`src/rtl/shr_frame_loader.sv`:
```
// rtl/shr_frame_loader.sv - multi-channel parallel-to-serial shift-register frame loader
module shr_frame_loader #(
    parameter int DATA_W    = 16,
    parameter int N_CH      = 2,
    parameter int CLK_DIV   = 4,
    parameter int SYN_W     = 1,
    parameter int MSB_FIRST = 1
) (
    input  logic                     clk_in,
    input  logic                     rst,
    input  logic                     trig,
    input  logic                     dump,
    input  logic [N_CH*DATA_W-1:0]   data,
    output logic                     sclk,
    output logic [N_CH-1:0]          din,
    output logic                     syn,
    output logic                     out_en,
    output logic                     clk_out_en,
    output logic                     busy,
    output logic                     done
);

    localparam int CNT_MAX = (DATA_W > SYN_W) ? DATA_W : SYN_W;
    localparam int BIT_W   = $clog2(CNT_MAX + 1);
    localparam int DIV_W   = $clog2(CLK_DIV + 1);

    localparam logic [DIV_W-1:0] DIV_LAST  = DIV_W'(CLK_DIV - 1);
    localparam logic [BIT_W-1:0] SYN_LAST  = BIT_W'(SYN_W - 1);
    localparam logic [BIT_W-1:0] DATA_LAST = BIT_W'(DATA_W - 1);

    typedef enum logic [1:0] {
        ST_IDLE  = 2'd0,
        ST_SYNC  = 2'd1,
        ST_SHIFT = 2'd2,
        ST_GAP   = 2'd3
    } state_t;

    // Sequencer state
    state_t                         state_q, state_d;
    logic [DIV_W-1:0]               div_q, div_d;
    logic                           phase_q, phase_d;   // 0 = sclk low half, 1 = sclk high half
    logic [BIT_W-1:0]               bit_q, bit_d;
    logic [N_CH-1:0][DATA_W-1:0]    sh_q, sh_d;
    logic                           trig_prev_q, trig_prev_d;

    // Registered outputs
    logic                           sclk_q, sclk_d;
    logic [N_CH-1:0]                din_q, din_d;
    logic                           syn_q, syn_d;
    logic                           out_en_q, out_en_d;
    logic                           clk_out_en_q, clk_out_en_d;
    logic                           busy_q, busy_d;
    logic                           done_q, done_d;

    logic                           tick;

    assign tick = (div_q == DIV_LAST);

    // Next-state: timebase, bit-period sequencing, capture and shifting
    always_comb begin
        state_d     = state_q;
        div_d       = div_q;
        phase_d     = phase_q;
        bit_d       = bit_q;
        sh_d        = sh_q;
        trig_prev_d = trig;

        if (state_q == ST_IDLE) begin
            if (trig && !trig_prev_q) begin
                state_d = ST_SYNC;
                div_d   = '0;
                phase_d = 1'b0;
                bit_d   = '0;
                sh_d    = data;
            end
        end else if (!tick) begin
            div_d = div_q + 1'b1;
        end else begin
            div_d = '0;
            if (!phase_q) begin
                phase_d = 1'b1;
            end else begin
                // End of a full bit period (H -> L transition)
                phase_d = 1'b0;
                bit_d   = bit_q + 1'b1;
                case (state_q)
                    ST_SYNC: begin
                        if (bit_q == SYN_LAST) begin
                            state_d = ST_SHIFT;
                            bit_d   = '0;
                        end
                    end
                    ST_SHIFT: begin
                        for (int c = 0; c < N_CH; c++) begin
                            if (MSB_FIRST != 0) begin
                                sh_d[c] = {sh_q[c][DATA_W-2:0], 1'b0};
                            end else begin
                                sh_d[c] = {1'b0, sh_q[c][DATA_W-1:1]};
                            end
                        end
                        if (bit_q == DATA_LAST) begin
                            state_d = ST_GAP;
                            bit_d   = '0;
                        end
                    end
                    ST_GAP: begin
                        bit_d = '0;
                        if (dump) begin
                            // Back-to-back repeat: fresh data, no idle cycle
                            state_d = ST_SYNC;
                            sh_d    = data;
                        end else begin
                            state_d = ST_IDLE;
                        end
                    end
                    default: begin
                        state_d = ST_IDLE;
                    end
                endcase
            end
        end
    end

    // Output decode from the upcoming state so every output is a flop
    always_comb begin
        sclk_d       = (state_d == ST_SHIFT) && phase_d;
        syn_d        = (state_d == ST_SYNC);
        out_en_d     = (state_d != ST_IDLE);
        clk_out_en_d = (state_d == ST_SHIFT);
        busy_d       = (state_d != ST_IDLE);
        done_d       = (state_d == ST_GAP) && phase_d && (div_d == DIV_LAST);
        din_d        = '0;
        if (state_d == ST_SHIFT) begin
            for (int c = 0; c < N_CH; c++) begin
                if (MSB_FIRST != 0) begin
                    din_d[c] = sh_d[c][DATA_W-1];
                end else begin
                    din_d[c] = sh_d[c][0];
                end
            end
        end
    end

    // State and output registers with synchronous reset
    always_ff @(posedge clk_in) begin
        if (rst) begin
            state_q      <= ST_IDLE;
            div_q        <= '0;
            phase_q      <= 1'b0;
            bit_q        <= '0;
            sh_q         <= '0;
            trig_prev_q  <= 1'b0;
            sclk_q       <= 1'b0;
            din_q        <= '0;
            syn_q        <= 1'b0;
            out_en_q     <= 1'b0;
            clk_out_en_q <= 1'b0;
            busy_q       <= 1'b0;
            done_q       <= 1'b0;
        end else begin
            state_q      <= state_d;
            div_q        <= div_d;
            phase_q      <= phase_d;
            bit_q        <= bit_d;
            sh_q         <= sh_d;
            trig_prev_q  <= trig_prev_d;
            sclk_q       <= sclk_d;
            din_q        <= din_d;
            syn_q        <= syn_d;
            out_en_q     <= out_en_d;
            clk_out_en_q <= clk_out_en_d;
            busy_q       <= busy_d;
            done_q       <= done_d;
        end
    end

    assign sclk       = sclk_q;
    assign din        = din_q;
    assign syn        = syn_q;
    assign out_en     = out_en_q;
    assign clk_out_en = clk_out_en_q;
    assign busy       = busy_q;
    assign done       = done_q;

endmodule

```
`config.mk`:
```
export PLATFORM = sky130hd
export DESIGN_NAME = shr_frame_loader
export DESIGN_NICKNAME = d
export VERILOG_FILES = /design/src/rtl/shr_frame_loader.sv
export SDC_FILE = /design/constraint.sdc
export NUM_CORES = 1
export LEC_CHECK = 0
export ABC_AREA = 1
export CORE_MARGIN = 2
export CORE_UTILIZATION = 40
export CTS_CLUSTER_SIZE = 8
export DETAILED_ROUTE_END_ITERATION = 7
export DONT_BUFFER_PORTS = 1
export GPL_TIMING_DRIVEN = 1
export SYNTH_ARGS = -nofsm -noshare
export SYNTH_HDL_FRONTEND = slang
export SYNTH_SLANG_ARGS = --single-unit
```
`constraint.sdc`:
```
create_clock -name clk_in -period 1.8 [get_ports clk_in]
set_input_delay 0.36 -clock clk_in [delete_from_list [all_inputs] [get_ports clk_in]]
set_output_delay 0.36 -clock clk_in [all_outputs]
set_load 0.02 [all_outputs]
```
==> results.md <==
* Leakage Power at 1.355 nW
* Tmin final at 1.641 ns
* Synth Flop Type: dfxtp_1
* Chip height at 87.89 µm
* Remaining DRCs at 0
* Hold Vio Cnt, Final at 0
* Syn Inst Count at 433
* Vias in the first global route at 2363
* Count of cell types in the netlist at 27
* Post-Route Skew at 0.002986 ns
* Most frequent cell after synthesis: nand2_1
* DR vias at 2452
* IO Pins at 44
* Nets at 467
* Worst-Margin Slew at 0.7756 ns
* Area grow syn2layout at 5.644%
* CTS H-tree depth at 2
* Worst Setup Start Kind: flop
* Pwr dens at 721.8 nW/µm²
* Post-DP Area at 2867 µm²
* Final non-filler cell total at 523
* Worst EP arrival at 1.85 ns
* CTS Buf Count at 5
* Port-buffer cells at 0
* EDFF count, synth at 0
* Final Slew Violations at 0
* Relative slew margins at 48.10%
* Final WL at 6109 µm
* Clock Tree Root: clkbuf_8
* Die width at 87.89 µm
* Syn nets at 474
* CP max FO at 30
* Run status: finished, final reports clean
* FP Rows at 30
* Initial detailed-routing violation count at 140
* Total gr overflow at 0
* DR vias/cell at 4.688
* Tightest Hold Check Type: in2reg
* Post-DP HPWL at 4186 µm
* Placed insts at 515
* Yosys Warn Count at 0
* Crit Path Class: reg2reg
* Final period utilization at 91.18%
* Layout cells sized above 1 at 7.260%
* MaxCap Viol Count at 0
* Initial antenna violation count at 0
* Total inserted antenna cells at 0
* Final instance area at 2974 µm²
* RSZ-0062 raised after global routing: false
* Critical path endpoint category: flop
* Area leader, netlist: dfxtp_1
* Hold Buf Count CTS at 0
* Sequential share of the synthesized area at 36.27%
* RD Place Congestion at 0.8387
* TritonCTS clock tree: done
* Routed WL per cell at 11.68 µm
* First-pass GRT wire length at 10530 µm
* Synth top area cells: dfxtp_1 (36%), nand2_1 (27%), a21oi_1 (6.2%)
* Total track usage at 17.03%
* Post-Syn Area at 2815 µm²
* # setup viols final at 0
* First-pass detailed-route iteration total at 4
* WP data required at 2.01 ns
* Clk_lat worst skew at 0.30 ns
* Clock Path Buffers at 2
* Commonest cells post-synth: nand2_1 (205), dfxtp_1 (51), a21oi_1 (35)
* Register bit total from synthesis at 51
* Clk sinks at 51
* Initial Util at 41.44%
* Fmax at 609.3 MHz
* Largest net degree at the start of global routing at 39
* Reg clk slew, reported paths at 0.09 ns
* Post-synth ARST share at 0%
* Yosys top cell area share at 36.27%
* VDD IR max at 0.5020 mV
* Die area at 7725 µm²
* Post-synthesis average cell area at 6.502 µm²
* Core Region at 6794 µm²
* Routed Antenna Nets at 0
* Worst hold slack at 0.1153 ns
* Setup TNS at 0 ns
* FF-to-FF setup slack at 0.16 ns
-- worst paths after layout --
kind / from / to / cells after the start
worst min-delay path: rst / trig_prev_q / 1
worst min register to register: sh_q[0] / sh_q[0] / 2
worst max register to register: div_q[0] / sh_q[13] / 8
worst max-delay path: div_q[0] / sh_q[13] / 8
-- layout make-up --
cell class | instances | area (µm²)
tap | 96 | 120.1
timing repair buffer | 6 | 82.58
fill | 735 | 3820
clock buffer | 8 | 100.1
inverter | 34 | 132.6
sequential | 51 | 1023
multi-input combinational | 328 | 1515
-- per-stage QoR --
step	setup slack, ns	power (W)	utilization [%]
final	0.1587	0.002147	43.78
after global routing	0.003511	0.002253	43.78
after CTS	0.1328	0.002181	43.66
after detailed placement	0.1533	0.001455	42.19
after global placement	0.1691	0.001452	42.19
after floorplan	0.3836	0.001436	-
-- metal layers --
metal / up-vias / GRT usage (%) / share of wire, %
met3: 5 / 3.582 / 5.4
met4: 0 / 5.035 / 1.0
met2: 46 / 28.58 / 46
met5: - / 0 / 0
li1: 1328 / - / -
met1: 1073 / 22.02 / 47
-- cell usage in the layout (no fill, tap or decap), types with 4 or more instances in the layout --
master / instances
dfxtp_1: 49
o21ai_0: 7
a21boi_1: 22
ha_1: 5
nand3_1: 10
nand2_1: 205
nor2_1: 26
clkbuf_8: 7
a21oi_1: 35
a21boi_0: 4
inv_1: 30
-- critical path, cell delays in order (launching register included) --
cell and delay [ns]:
dfxtp_1 0.37, ha_1 0.20, nand2_1 0.10, nor2_4 0.20
nand2_4 0.09, nand2_4 0.12, o21ai_4 0.23, a21oi_2 0.19
nor2_1 0.04
-- logic make-up (layout without fill, tap and decap cells) --
logic type	Yosys count	in the layout	share of synthesized area, %
and+or+nand+nor	252	252	35.91
AOI/OAI and AO/OA	71	71	15.60
buffers and inverters	54	48	10.00
DFF	51	51	36.27
adders and majority gates	5	5	2.222
-- power breakdown --
part           internal, W  switching, W  total, W
combinational    0.0000830      0.000125  0.000208
clock             0.000351      0.000369  0.000721
sequential         0.00118     0.0000368   0.00122
total              0.00162      0.000531   0.00215
-- flip-flops by register name, indices dropped and copies added, names as in the netlist --
signal	cells
sh_q	32
bit_q	5
div_q	3
din	2
state_q	2
busy	1
clk_out_en	1
done	1
phase_q	1
sclk	1
syn	1
trig_prev_q	1
-- timing repair --
item / in CTS / in global routing
endpoints found under the setup margin: 0 / 8
buffers inserted: 0 / 0
gates resized for setup: 0 / 4
No activity file was read; power rests on OpenSTA's default activity.
